<file path="config.mk">
export PLATFORM = sky130hd
export DESIGN_NAME = id_ex_stage_flat
export DESIGN_NICKNAME = d
export VERILOG_FILES = /design/src/rtl/id_ex_stage_pkg.sv /design/src/rtl/id_ex_stage_if.sv /design/src/rtl/id_ex_stage_regfile.sv /design/src/rtl/id_ex_stage.sv /design/src/flat_wrapper.sv
export SDC_FILE = /design/constraint.sdc
export NUM_CORES = 2
export LEC_CHECK = 0
export CAP_MARGIN = 10
export CORE_AREA = 2 2 266 373
export DETAILED_ROUTE_END_ITERATION = 7
export DIE_AREA = 0 0 268 375
export PLACE_DENSITY = 0.78
export SLEW_MARGIN = 25
export SYNTH_ARGS = -nofsm -noshare
export SYNTH_HDL_FRONTEND = slang
export SYNTH_SLANG_ARGS = --single-unit
export TNS_END_PERCENT = 5
</file>
<file path="constraint.sdc">
create_clock -name clk -period 3.3 [get_ports clk]
set_input_delay 0.99 -clock clk [delete_from_list [all_inputs] [get_ports clk]]
set_output_delay 0.99 -clock clk [all_outputs]
set_load 0.05 [all_outputs]
</file>
<file path="src/rtl/id_ex_stage_pkg.sv">
// Shared decode constants for the ID/EX stage: opcodes, control field
// widths, per-opcode control words and the all-zero bubble word.
package id_pkg;

    localparam int WB_W = 2;
    localparam int M_W  = 3;
    localparam int EX_W = 4;

    localparam logic [5:0] OP_RTYPE = 6'b000000;
    localparam logic [5:0] OP_LW    = 6'b100011;
    localparam logic [5:0] OP_SW    = 6'b101011;
    localparam logic [5:0] OP_BEQ   = 6'b000100;

    // wb = {RegWrite, MemtoReg}, m = {Branch, MemRead, MemWrite},
    // ex = {RegDst, ALUOp[1:0], ALUSrc}
    typedef struct packed {
        logic [WB_W-1:0] wb;
        logic [M_W-1:0]  m;
        logic [EX_W-1:0] ex;
    } ctrl_t;

    localparam ctrl_t CTRL_RTYPE  = '{wb: 2'b10, m: 3'b000, ex: 4'b1100};
    localparam ctrl_t CTRL_LW     = '{wb: 2'b11, m: 3'b010, ex: 4'b0001};
    localparam ctrl_t CTRL_SW     = '{wb: 2'b00, m: 3'b001, ex: 4'b0001};
    localparam ctrl_t CTRL_BEQ    = '{wb: 2'b00, m: 3'b100, ex: 4'b0010};
    localparam ctrl_t CTRL_BUBBLE = '{wb: 2'b00, m: 3'b000, ex: 4'b0000};

    // Unknown opcodes decode as a nop
    function automatic ctrl_t decode_op(input logic [5:0] op);
        case (op)
            OP_RTYPE: return CTRL_RTYPE;
            OP_LW:    return CTRL_LW;
            OP_SW:    return CTRL_SW;
            OP_BEQ:   return CTRL_BEQ;
            default:  return CTRL_BUBBLE;
        endcase
    endfunction

endpackage

</file>
<file path="src/rtl/id_ex_stage_if.sv">
// ID/EX pipeline register bus. The decode stage drives it (master),
// the execute stage consumes it (slave).
interface id_ex_if
    import id_pkg::*;
#(
    parameter int DATA_W = 32,
    parameter int REG_AW = 5
);
    logic              ex_valid;
    logic [WB_W-1:0]   ex_wb;
    logic [M_W-1:0]    ex_m;
    logic [EX_W-1:0]   ex_ctrl;
    logic [DATA_W-1:0] ex_npc;
    logic [DATA_W-1:0] ex_rd1;
    logic [DATA_W-1:0] ex_rd2;
    logic [DATA_W-1:0] ex_imm;
    logic [REG_AW-1:0] ex_rt;
    logic [REG_AW-1:0] ex_rd;

    modport master (
        output ex_valid, ex_wb, ex_m, ex_ctrl,
        output ex_npc, ex_rd1, ex_rd2, ex_imm, ex_rt, ex_rd
    );

    modport slave (
        input ex_valid, ex_wb, ex_m, ex_ctrl,
        input ex_npc, ex_rd1, ex_rd2, ex_imm, ex_rt, ex_rd
    );
endinterface

</file>
<file path="src/rtl/id_ex_stage_regfile.sv">
// Register file: two combinational read ports, one write port,
// write-first bypass, r0 hardwired to zero, synchronous clear.
module id_regfile #(
    parameter int DATA_W = 32,
    parameter int NREG   = 32,
    localparam int REG_AW = $clog2(NREG)
) (
    input  logic              clk,
    input  logic              rst,
    input  logic [REG_AW-1:0] ra1,
    input  logic [REG_AW-1:0] ra2,
    input  logic              we,
    input  logic [REG_AW-1:0] wa,
    input  logic [DATA_W-1:0] wd,
    output logic [DATA_W-1:0] rd1,
    output logic [DATA_W-1:0] rd2
);
    logic [DATA_W-1:0] mem [NREG];
    logic              wr_live;

    assign wr_live = we && (wa != '0);

    // Storage update; writes to r0 are dropped
    always_ff @(posedge clk) begin
        if (rst) begin
            for (int i = 0; i < NREG; i++) mem[i] <= '0;
        end else if (wr_live) begin
            mem[wa] <= wd;
        end
    end

    // Read ports, forwarding same-cycle writeback data
    always_comb begin
        rd1 = '0;
        rd2 = '0;
        if (ra1 != '0) rd1 = (wr_live && wa == ra1) ? wd : mem[ra1];
        if (ra2 != '0) rd2 = (wr_live && wa == ra2) ? wd : mem[ra2];
    end
endmodule

</file>
<file path="src/rtl/id_ex_stage.sv">
// MIPS decode stage: register file, control decode, immediate extension,
// load-use hazard stall, branch flush and the ID/EX pipeline register.
// Optional: define ID_PERF_CNT_EN to add the saturating stall_cnt output.
module id_ex_stage
    import id_pkg::*;
#(
    parameter int DATA_W = 32,
    parameter int NREG   = 32,
    localparam int REG_AW = $clog2(NREG),
    parameter int IMM_W  = 16
) (
    input  logic              clk,
    input  logic              rst,
    input  logic [31:0]       instr_in,
    input  logic [DATA_W-1:0] npc_in,
    input  logic              id_valid_in,
    input  logic              flush,
    input  logic              reg_write_wb,
    input  logic [REG_AW-1:0] wr_addr_wb,
    input  logic [DATA_W-1:0] wr_data_wb,
    output logic              stall_out,
`ifdef ID_PERF_CNT_EN
    output logic [31:0]       stall_cnt,
`endif
    id_ex_if.master           ex
);
    logic [REG_AW-1:0] rs;
    logic [REG_AW-1:0] rt;
    logic [REG_AW-1:0] rd;
    logic [DATA_W-1:0] rd1;
    logic [DATA_W-1:0] rd2;
    logic [DATA_W-1:0] imm;
    logic              hazard;
    ctrl_t             dec;

    assign rs  = instr_in[21 +: REG_AW];
    assign rt  = instr_in[16 +: REG_AW];
    assign rd  = instr_in[11 +: REG_AW];
    assign imm = {{(DATA_W-IMM_W){instr_in[IMM_W-1]}}, instr_in[IMM_W-1:0]};
    assign dec = decode_op(instr_in[31:26]);

    // Conservative: an rt match stalls even if the instruction ignores rt
    assign hazard = id_valid_in & ex.ex_valid & ex.ex_m[1] & (ex.ex_rt != '0)
                  & ((ex.ex_rt == rs) | (ex.ex_rt == rt));
    assign stall_out = hazard & ~flush & ~rst;

    id_regfile #(.DATA_W(DATA_W), .NREG(NREG)) u_regfile (
        .clk (clk),
        .rst (rst),
        .ra1 (rs),
        .ra2 (rt),
        .we  (reg_write_wb),
        .wa  (wr_addr_wb),
        .wd  (wr_data_wb),
        .rd1 (rd1),
        .rd2 (rd2)
    );

    // ID/EX register: reset and bubble both load all zeros
    always_ff @(posedge clk) begin
        if (rst || flush || hazard) begin
            ex.ex_valid <= 1'b0;
            {ex.ex_wb, ex.ex_m, ex.ex_ctrl} <= CTRL_BUBBLE;
            ex.ex_npc <= '0;
            ex.ex_rd1 <= '0;
            ex.ex_rd2 <= '0;
            ex.ex_imm <= '0;
            ex.ex_rt  <= '0;
            ex.ex_rd  <= '0;
        end else begin
            ex.ex_valid <= id_valid_in;
            {ex.ex_wb, ex.ex_m, ex.ex_ctrl} <= id_valid_in ? dec : CTRL_BUBBLE;
            ex.ex_npc <= npc_in;
            ex.ex_rd1 <= rd1;
            ex.ex_rd2 <= rd2;
            ex.ex_imm <= imm;
            ex.ex_rt  <= rt;
            ex.ex_rd  <= rd;
        end
    end

`ifdef ID_PERF_CNT_EN
    // Saturating count of stalled cycles
    always_ff @(posedge clk) begin
        if (rst) begin
            stall_cnt <= '0;
        end else if (stall_out && stall_cnt != 32'hFFFF_FFFF) begin
            stall_cnt <= stall_cnt + 32'd1;
        end
    end
`endif
endmodule

</file>
<file path="src/flat_wrapper.sv">
// flat-port wrapper written by rule: the top's interface ports become plain ports
module id_ex_stage_flat import id_pkg::*;
#(
    parameter int DATA_W = 32,
    parameter int NREG   = 32,
    localparam int REG_AW = $clog2(NREG),
    parameter int IMM_W  = 16
)
  (clk, rst, instr_in, npc_in, id_valid_in, flush, reg_write_wb, wr_addr_wb, wr_data_wb, stall_out, ex_ex_valid, ex_ex_wb, ex_ex_m, ex_ex_ctrl, ex_ex_npc, ex_ex_rd1, ex_ex_rd2, ex_ex_imm, ex_ex_rt, ex_ex_rd);
  id_ex_if #(.DATA_W(DATA_W), .REG_AW(5)) ex_i ();
  input  logic clk;
  input  logic rst;
  input  logic [31:0] instr_in;
  input  logic [DATA_W-1:0] npc_in;
  input  logic id_valid_in;
  input  logic flush;
  input  logic reg_write_wb;
  input  logic [REG_AW-1:0] wr_addr_wb;
  input  logic [DATA_W-1:0] wr_data_wb;
  output logic stall_out;
  output wire logic [$bits(ex_i.ex_valid)-1:0] ex_ex_valid;
  output wire logic [$bits(ex_i.ex_wb)-1:0] ex_ex_wb;
  output wire logic [$bits(ex_i.ex_m)-1:0] ex_ex_m;
  output wire logic [$bits(ex_i.ex_ctrl)-1:0] ex_ex_ctrl;
  output wire logic [$bits(ex_i.ex_npc)-1:0] ex_ex_npc;
  output wire logic [$bits(ex_i.ex_rd1)-1:0] ex_ex_rd1;
  output wire logic [$bits(ex_i.ex_rd2)-1:0] ex_ex_rd2;
  output wire logic [$bits(ex_i.ex_imm)-1:0] ex_ex_imm;
  output wire logic [$bits(ex_i.ex_rt)-1:0] ex_ex_rt;
  output wire logic [$bits(ex_i.ex_rd)-1:0] ex_ex_rd;
  assign ex_ex_valid = ex_i.ex_valid;
  assign ex_ex_wb = ex_i.ex_wb;
  assign ex_ex_m = ex_i.ex_m;
  assign ex_ex_ctrl = ex_i.ex_ctrl;
  assign ex_ex_npc = ex_i.ex_npc;
  assign ex_ex_rd1 = ex_i.ex_rd1;
  assign ex_ex_rd2 = ex_i.ex_rd2;
  assign ex_ex_imm = ex_i.ex_imm;
  assign ex_ex_rt = ex_i.ex_rt;
  assign ex_ex_rd = ex_i.ex_rd;
  id_ex_stage #(.DATA_W(DATA_W), .NREG(NREG), .IMM_W(IMM_W)) u_core (.clk(clk), .rst(rst), .instr_in(instr_in), .npc_in(npc_in), .id_valid_in(id_valid_in), .flush(flush), .reg_write_wb(reg_write_wb), .wr_addr_wb(wr_addr_wb), .wr_data_wb(wr_data_wb), .stall_out(stall_out), .ex(ex_i));
endmodule
</file>
# ---- Yosys cells after proc, flatten, opt, wreduce, memory -nomap -nowiden
# Memories as Yosys holds them, arrays and structs flattened. A register that Yosys moved wholly into a read port is not among the register bits.
# Cells that the tools add are included.
dict set report totals {
  inputBits 106
  mem_count 1
  ram_bits 1024
  ff_bits 68
}
# memory depth width rd rd_ports_with_merged_regs write_ports line_no
set memory_table {}
lappend memory_table {u_core.u_regfile.mem 32 32 2 2 32 id_ex_stage_regfile.sv:18} ;# logic [DATA_W-1:0] mem [NREG];
dict set report classes {
  reduce_logical 12
  mux 9
  n_eq_ne 5
  bitwise 12
}
# op count
set op_table {}
lappend op_table {{one-hot mux 9 bit (4 select lines)} 1}
lappend op_table {{two-way mux 32 bit} 1}
lappend op_table {{OR reduction 32 bit} 1}
lappend op_table {{nonzero test 5 bit} 4}
lappend op_table {{equality test 6 bit, second input constant} 2}
lappend op_table {{equality test 5 bit} 2}
lappend op_table {{AND 1 bit} 6}
lappend op_table {{equality test 6 x 3 -> 1 bit, second input constant} 1}
lappend op_table {{logical NOT 6 bit} 1}
lappend op_table {{two-way mux 1 bit} 6}
lappend op_table {{OR reduction 2 bit} 3}
lappend op_table {{two-way mux 5 bit} 1}
lappend op_table {{NOT 1 bit} 5}
lappend op_table {{logical OR 1 bit} 2}
lappend op_table {{logical AND 1 bit} 1}
lappend op_table {{OR 1 bit} 1}

# ---- Logic depth before layout (Yosys ltp)
dict set report depth {
  word_depth 7
  depth_mapped 9
  ltp_nobuf 6
}

# ---- Cells and area by module
# From an unflattened synthesis, not the netlist that was laid out.
dict set report unflattened {
  cells_unflattened 4376
  hier_area_um2 59848.6
}
# module area_per_inst_um2 cells_per_inst instances
set modules_own_cells {}
lappend modules_own_cells {id_regfile 55723.4 3918 1}
lappend modules_own_cells {id_ex_stage 4125.2 458 1}

# ---- Worst setup path before layout
# Ideal clock, no wire load.
dict set report synth_path {
  path_kind {input -> output}
  from {input instr_in[17]}
  to {output stall_out}
  path_stages 6
  arrival_ps 2742
  setup_slack_ps -432
  cell_sequence {buf_4 xnor2_1 nand3_1 o22ai_1 nand2_1 nor3_1}
}
dict set report synth_between {
  elab_chain_cells 5
}
# item line_no
set synth_lines {}
lappend synth_lines {{start, declared} flat_wrapper.sv:13} ;# input logic [31:0] instr_in;
lappend synth_lines {{equality test 5 bit} id_ex_stage.sv:44} ;# & ((ex.ex_rt == rs) | (ex.ex_rt == rt));
lappend synth_lines {{OR 1 bit} id_ex_stage.sv:44}
lappend synth_lines {{AND 1 bit} id_ex_stage.sv:44}
lappend synth_lines {{AND 1 bit (2 in a row)} id_ex_stage.sv:45} ;# assign stall_out = hazard & ~flush & ~rst;
lappend synth_lines {{end, declared} flat_wrapper.sv:20} ;# output logic stall_out;
# No other way between the ends.

# ---- Worst setup path in the final report
dict set report layout_path {
  from {register u_core.ex.ex_rt[1]}
  to {output stall_out}
}
dict set report layout_between {
  elab_chain_cells 5
  elab_cells_between_ends 8
  classes_between {eq/ne (2); bitwise (5); reduce/logical (1)}
}
# item line_no
set layout_lines {}
lappend layout_lines {{start, declared} id_ex_stage_if.sv:22} ;# output ex_npc, ex_rd1, ex_rd2, ex_imm, ex_rt, ex_rd
lappend layout_lines {{start signal, assigned} id_ex_stage.sv:77} ;# ex.ex_rt <= rt;
lappend layout_lines {{equality test 5 bit / nonzero test 5 bit (equally long branches)} {id_ex_stage.sv:44, id_ex_stage.sv:43}}
lappend layout_lines {{OR 1 bit / AND 1 bit (equally long branches)} {id_ex_stage.sv:44, id_ex_stage.sv:43}}
lappend layout_lines {{AND 1 bit (*)} id_ex_stage.sv:44}
lappend layout_lines {{AND 1 bit (*) (2 in a row)} id_ex_stage.sv:45}
# Every way passes the cells marked *; elsewhere a longest branch is shown, timed or not.

==> summary.txt <==
global-route wire length before repair -> 291000 um
Net count, final -> 4523
Most used DFF post-synth -> edfxtp_1
post-synth top area share -> 53.2%
Top Ports -> 255
CP startpoint kind -> register
die area -> 101000 sq um
Clock transition at path regs -> 0.06 ns
FP Rows -> 136
gr ovfl total -> 0
DP Worst Slack -> -0.236 ns
crit path DAT -> 2.33 ns
skew final -> 0.0370 ns
Core Area -> 97500 sq um
GP Congestion -> 0.895
critical path cell sequence -> buf_4 -> xnor2_2 -> nand3_2 -> o22ai_4 -> buf_6 -> nand2_2 -> nor3_4 -> buf_12
routed via count -> 44500
Root Buffer -> clkbuf_16
Sw Pwr -> 9.07 mW
final hold violations -> 0
Final Critical Period -> 3.32 ns
Detail Route Antenna Nets -> 0
Peak VDD IR -> 0.394 mV
ys async rst share -> 0%
vias in the first global route -> 44700
Iter 0 DRT Violations -> 7008
pins over their slew limit -> 0
largest net degree at the start of global routing -> 140
Mapped Area -> 57800 sq um
Syn Area/Cell -> 13.5 sq um
Area Overhead vs Synth -> 16.6%
Hold Buf Count CTS -> 0
leakage power -> 21.9 nW
Finished Core Util -> 69.1%
Total Power -> 34.8 mW
initial antenna violation count -> 0
Reg power frac -> 49.0%
clk buf depth -> 3
DP Area -> 63700 sq um
sequential area share after synthesis -> 57.5%
Post-Layout Cell Count -> 5826
result of the run -> finished with violations
wire length per cell -> 34.9 um
H-Tree Depth -> 3
clock network fraction of total power -> 36.6%
Max transition margin -> 32.1%
share of layout cells above drive strength 1 -> 21.5%
number of buffers created by CTS -> 105
routed wire length -> 203000 um
Initial Utilization -> 59.2%
critical path class -> reg2out
Final setup viols -> 1
Worst path slowest cell -> dfxtp_2
Synth area leaders -> edfxtp_1 53%, mux4_2 15%, nor3_1 8.4%, mux2i_1 4.3%, dfxtp_1 4.3%
fmax -> 302 MHz
worst-path maximum fanout -> 3
Via density -> 7.64
final setup margin -> -0.0152 ns
post-synthesis cell type count -> 44
failing checks -> setup timing
Remaining DRCs -> 0
DP HPWL -> 117000 um
Critical Path End Type -> primary output
Ys Warns -> 0
RSZ-0062 raised after global routing -> yes
Worst-Skew Late Latency -> 0.74 ns
# port buffers -> 254
switching share of total power -> 26.1%
first-pass detailed-route iteration total -> 8
Post-synth EDFFs -> 1024
Final Instance Area -> 67400 sq um
CTS sink cnt -> 1148
Die W -> 268 um
FF+latch count, synth -> 1148
Die H -> 375 um
power density over the cells -> 516 nW/um^2
synthesized instance count -> 4277
internal power component -> 25.7 mW
Worst EP required -> 2.31 ns
CP max stage delay -> 0.34 ns
worst-margin pin slew -> 1.02 ns
CTS tree -> yes
period utilization -> 100%
max_cap viols -> 0
DP Cell Count -> 5621
gr usage total -> 40.5%
Comb power frac -> 14.4%
hold crit path type -> in2reg
Yosys top cell by area -> edfxtp_1
## cells in the mapped netlist, drive strengths merged (2+ instances only)
master   count
edfxtp    1024
nor3       968
clkbuf     422
mux4       390
mux2i      249
a221oi     178
buf        162
nand2      141
dfxtp      124
a21oi      122
o21ai       94
and2        86
o2111ai     62
nor2        42
nand4       41
inv         35
a32o        31
or2         31
nor2b       14
xnor2       14
a31oi        9
nand3        8
nand3b       7
xor2         6
a22oi        2
and3         2
nand4bb      2
## sequential cells by signal, indices dropped and copies added (netlist names)
| name | count |
|---|---|
| u_core.ex.ex_valid | 1 |
| u_core.ex.ex_m | 2 |
| u_core.ex.ex_ctrl | 3 |
| u_core.u_regfile.mem | 1024 |
| u_core.ex.ex_npc | 32 |
| u_core.ex.ex_rt | 5 |
| u_core.ex.ex_rd | 5 |
| u_core.ex.ex_rd1 | 32 |
| u_core.ex.ex_imm | 11 |
| u_core.ex.ex_wb | 1 |
| u_core.ex.ex_rd2 | 32 |
## worst max-delay path, delay by kind of cell, from the launching register on
family,cells,cell delay (ns)
AOI/OAI and AO/OA,1,0.22
buffers and inverters,3,0.50
xor gates and xnor gates,1,0.14
and+or+nand+nor,3,0.38
DFF,1,0.34
## cell type report
| cell class | instances | area [sq um] |
|---|---|---|
| Antenna cell | 8 | 20.0 |
| Tap cell | 1311 | 1640 |
| Multi-Input combinational cell | 2541 | 22200 |
| Timing Repair Buffer | 586 | 6590 |
| Sequential cell | 1148 | 33200 |
| Inverter | 35 | 131 |
| Clock inverter | 49 | 495 |
| Fill cell | 6426 | 30200 |
| Clock buffer | 148 | 3050 |
## worst paths after layout
path,slack (ns),to,startpoint,cells after the start
max,-0.02,stall_out,u_core.ex.ex_rt[1],8
min,0.65,u_core.ex.ex_rt[0],instr_in[16],3
max reg2reg,0.33,u_core.ex.ex_rd2[31],u_core.ex.ex_rt[4],8
min reg2reg,0.89,u_core.ex.ex_rd2[4],u_core.u_regfile.mem[4][4],4
## timing repair
| item | 4_1_cts | 5_1_grt |
|---|---|---|
| pin swaps | 2 | 3 |
| setup endpoints to repair | 19 | 15 |
| resized for setup | 13 | 21 |
| setup buffers | 0 | 1 |
## per-layer routing
layer,GRT usage [%],vias up,wire (um)
met3,12.0,1170,31500
met1,48.3,21500,60300
li1,-,17300,-
met2,61.3,4527,92400
met5,0,-,0
met4,32.3,0,18800
## logic make-up (layout without fill, tap and decap cells)
group                  Yosys count  count (layout)  synth area share [%]
multiplexers                   639             639                  19.5
AO/OA/AOI/OAI                  503             503                  6.25
other                            1              40               0.00649
XOR/XNOR                        20              20                 0.303
buffers and inverters          619             818                  4.64
flip-flops                    1148            1148                  57.5
AND/OR/NAND/NOR               1347            1347                  11.7
## power groups by stage
stage | logic [mW] | clock network [mW] | registers [mW]
2_1_floorplan | 2.63 | 0 | 17.4
3_3_place_gp | 4.72 | 0 | 17.2
3_5_place_dp | 4.80 | 0 | 17.3
4_1_cts | 4.83 | 12.7 | 17.0
5_1_grt | 5.10 | 13.2 | 17.1
6_report | 5.00 | 12.7 | 17.0
## cells in the final DEF (no fill, tap or decap), types with 21 or more instances in the layout
cell,netlist,layout
clkbuf_16,0,112
and2_1,86,84
mux2i_1,249,249
nor3_1,968,966
clkinv_2,0,21
o2111ai_1,62,62
a221oi_1,178,178
or2_2,31,31
o21ai_0,71,71
clkdlybuf4s50_1,0,229
clkbuf_1,422,25
inv_1,35,35
a21oi_1,122,120
nor2_1,41,40
nand4_1,40,40
nand2_1,141,138
o21ai_1,23,23
buf_4,43,216
a32o_1,31,31
conb_1,1,32
dfxtp_1,124,119
buf_12,0,122
edfxtp_1,1024,1024
mux4_2,390,390
## metrics by stage
stage / TNS [ns] / hold WS [ns]
global placement: -0.316 / 0.850
floorplan: 0 / 0.804
detailed placement: -1.01 / 0.870
global route: -0.0378 / 0.685
finish: -0.0152 / 0.650
CTS: -0.0107 / 0.637
Power figures use the tool's default switching activity.
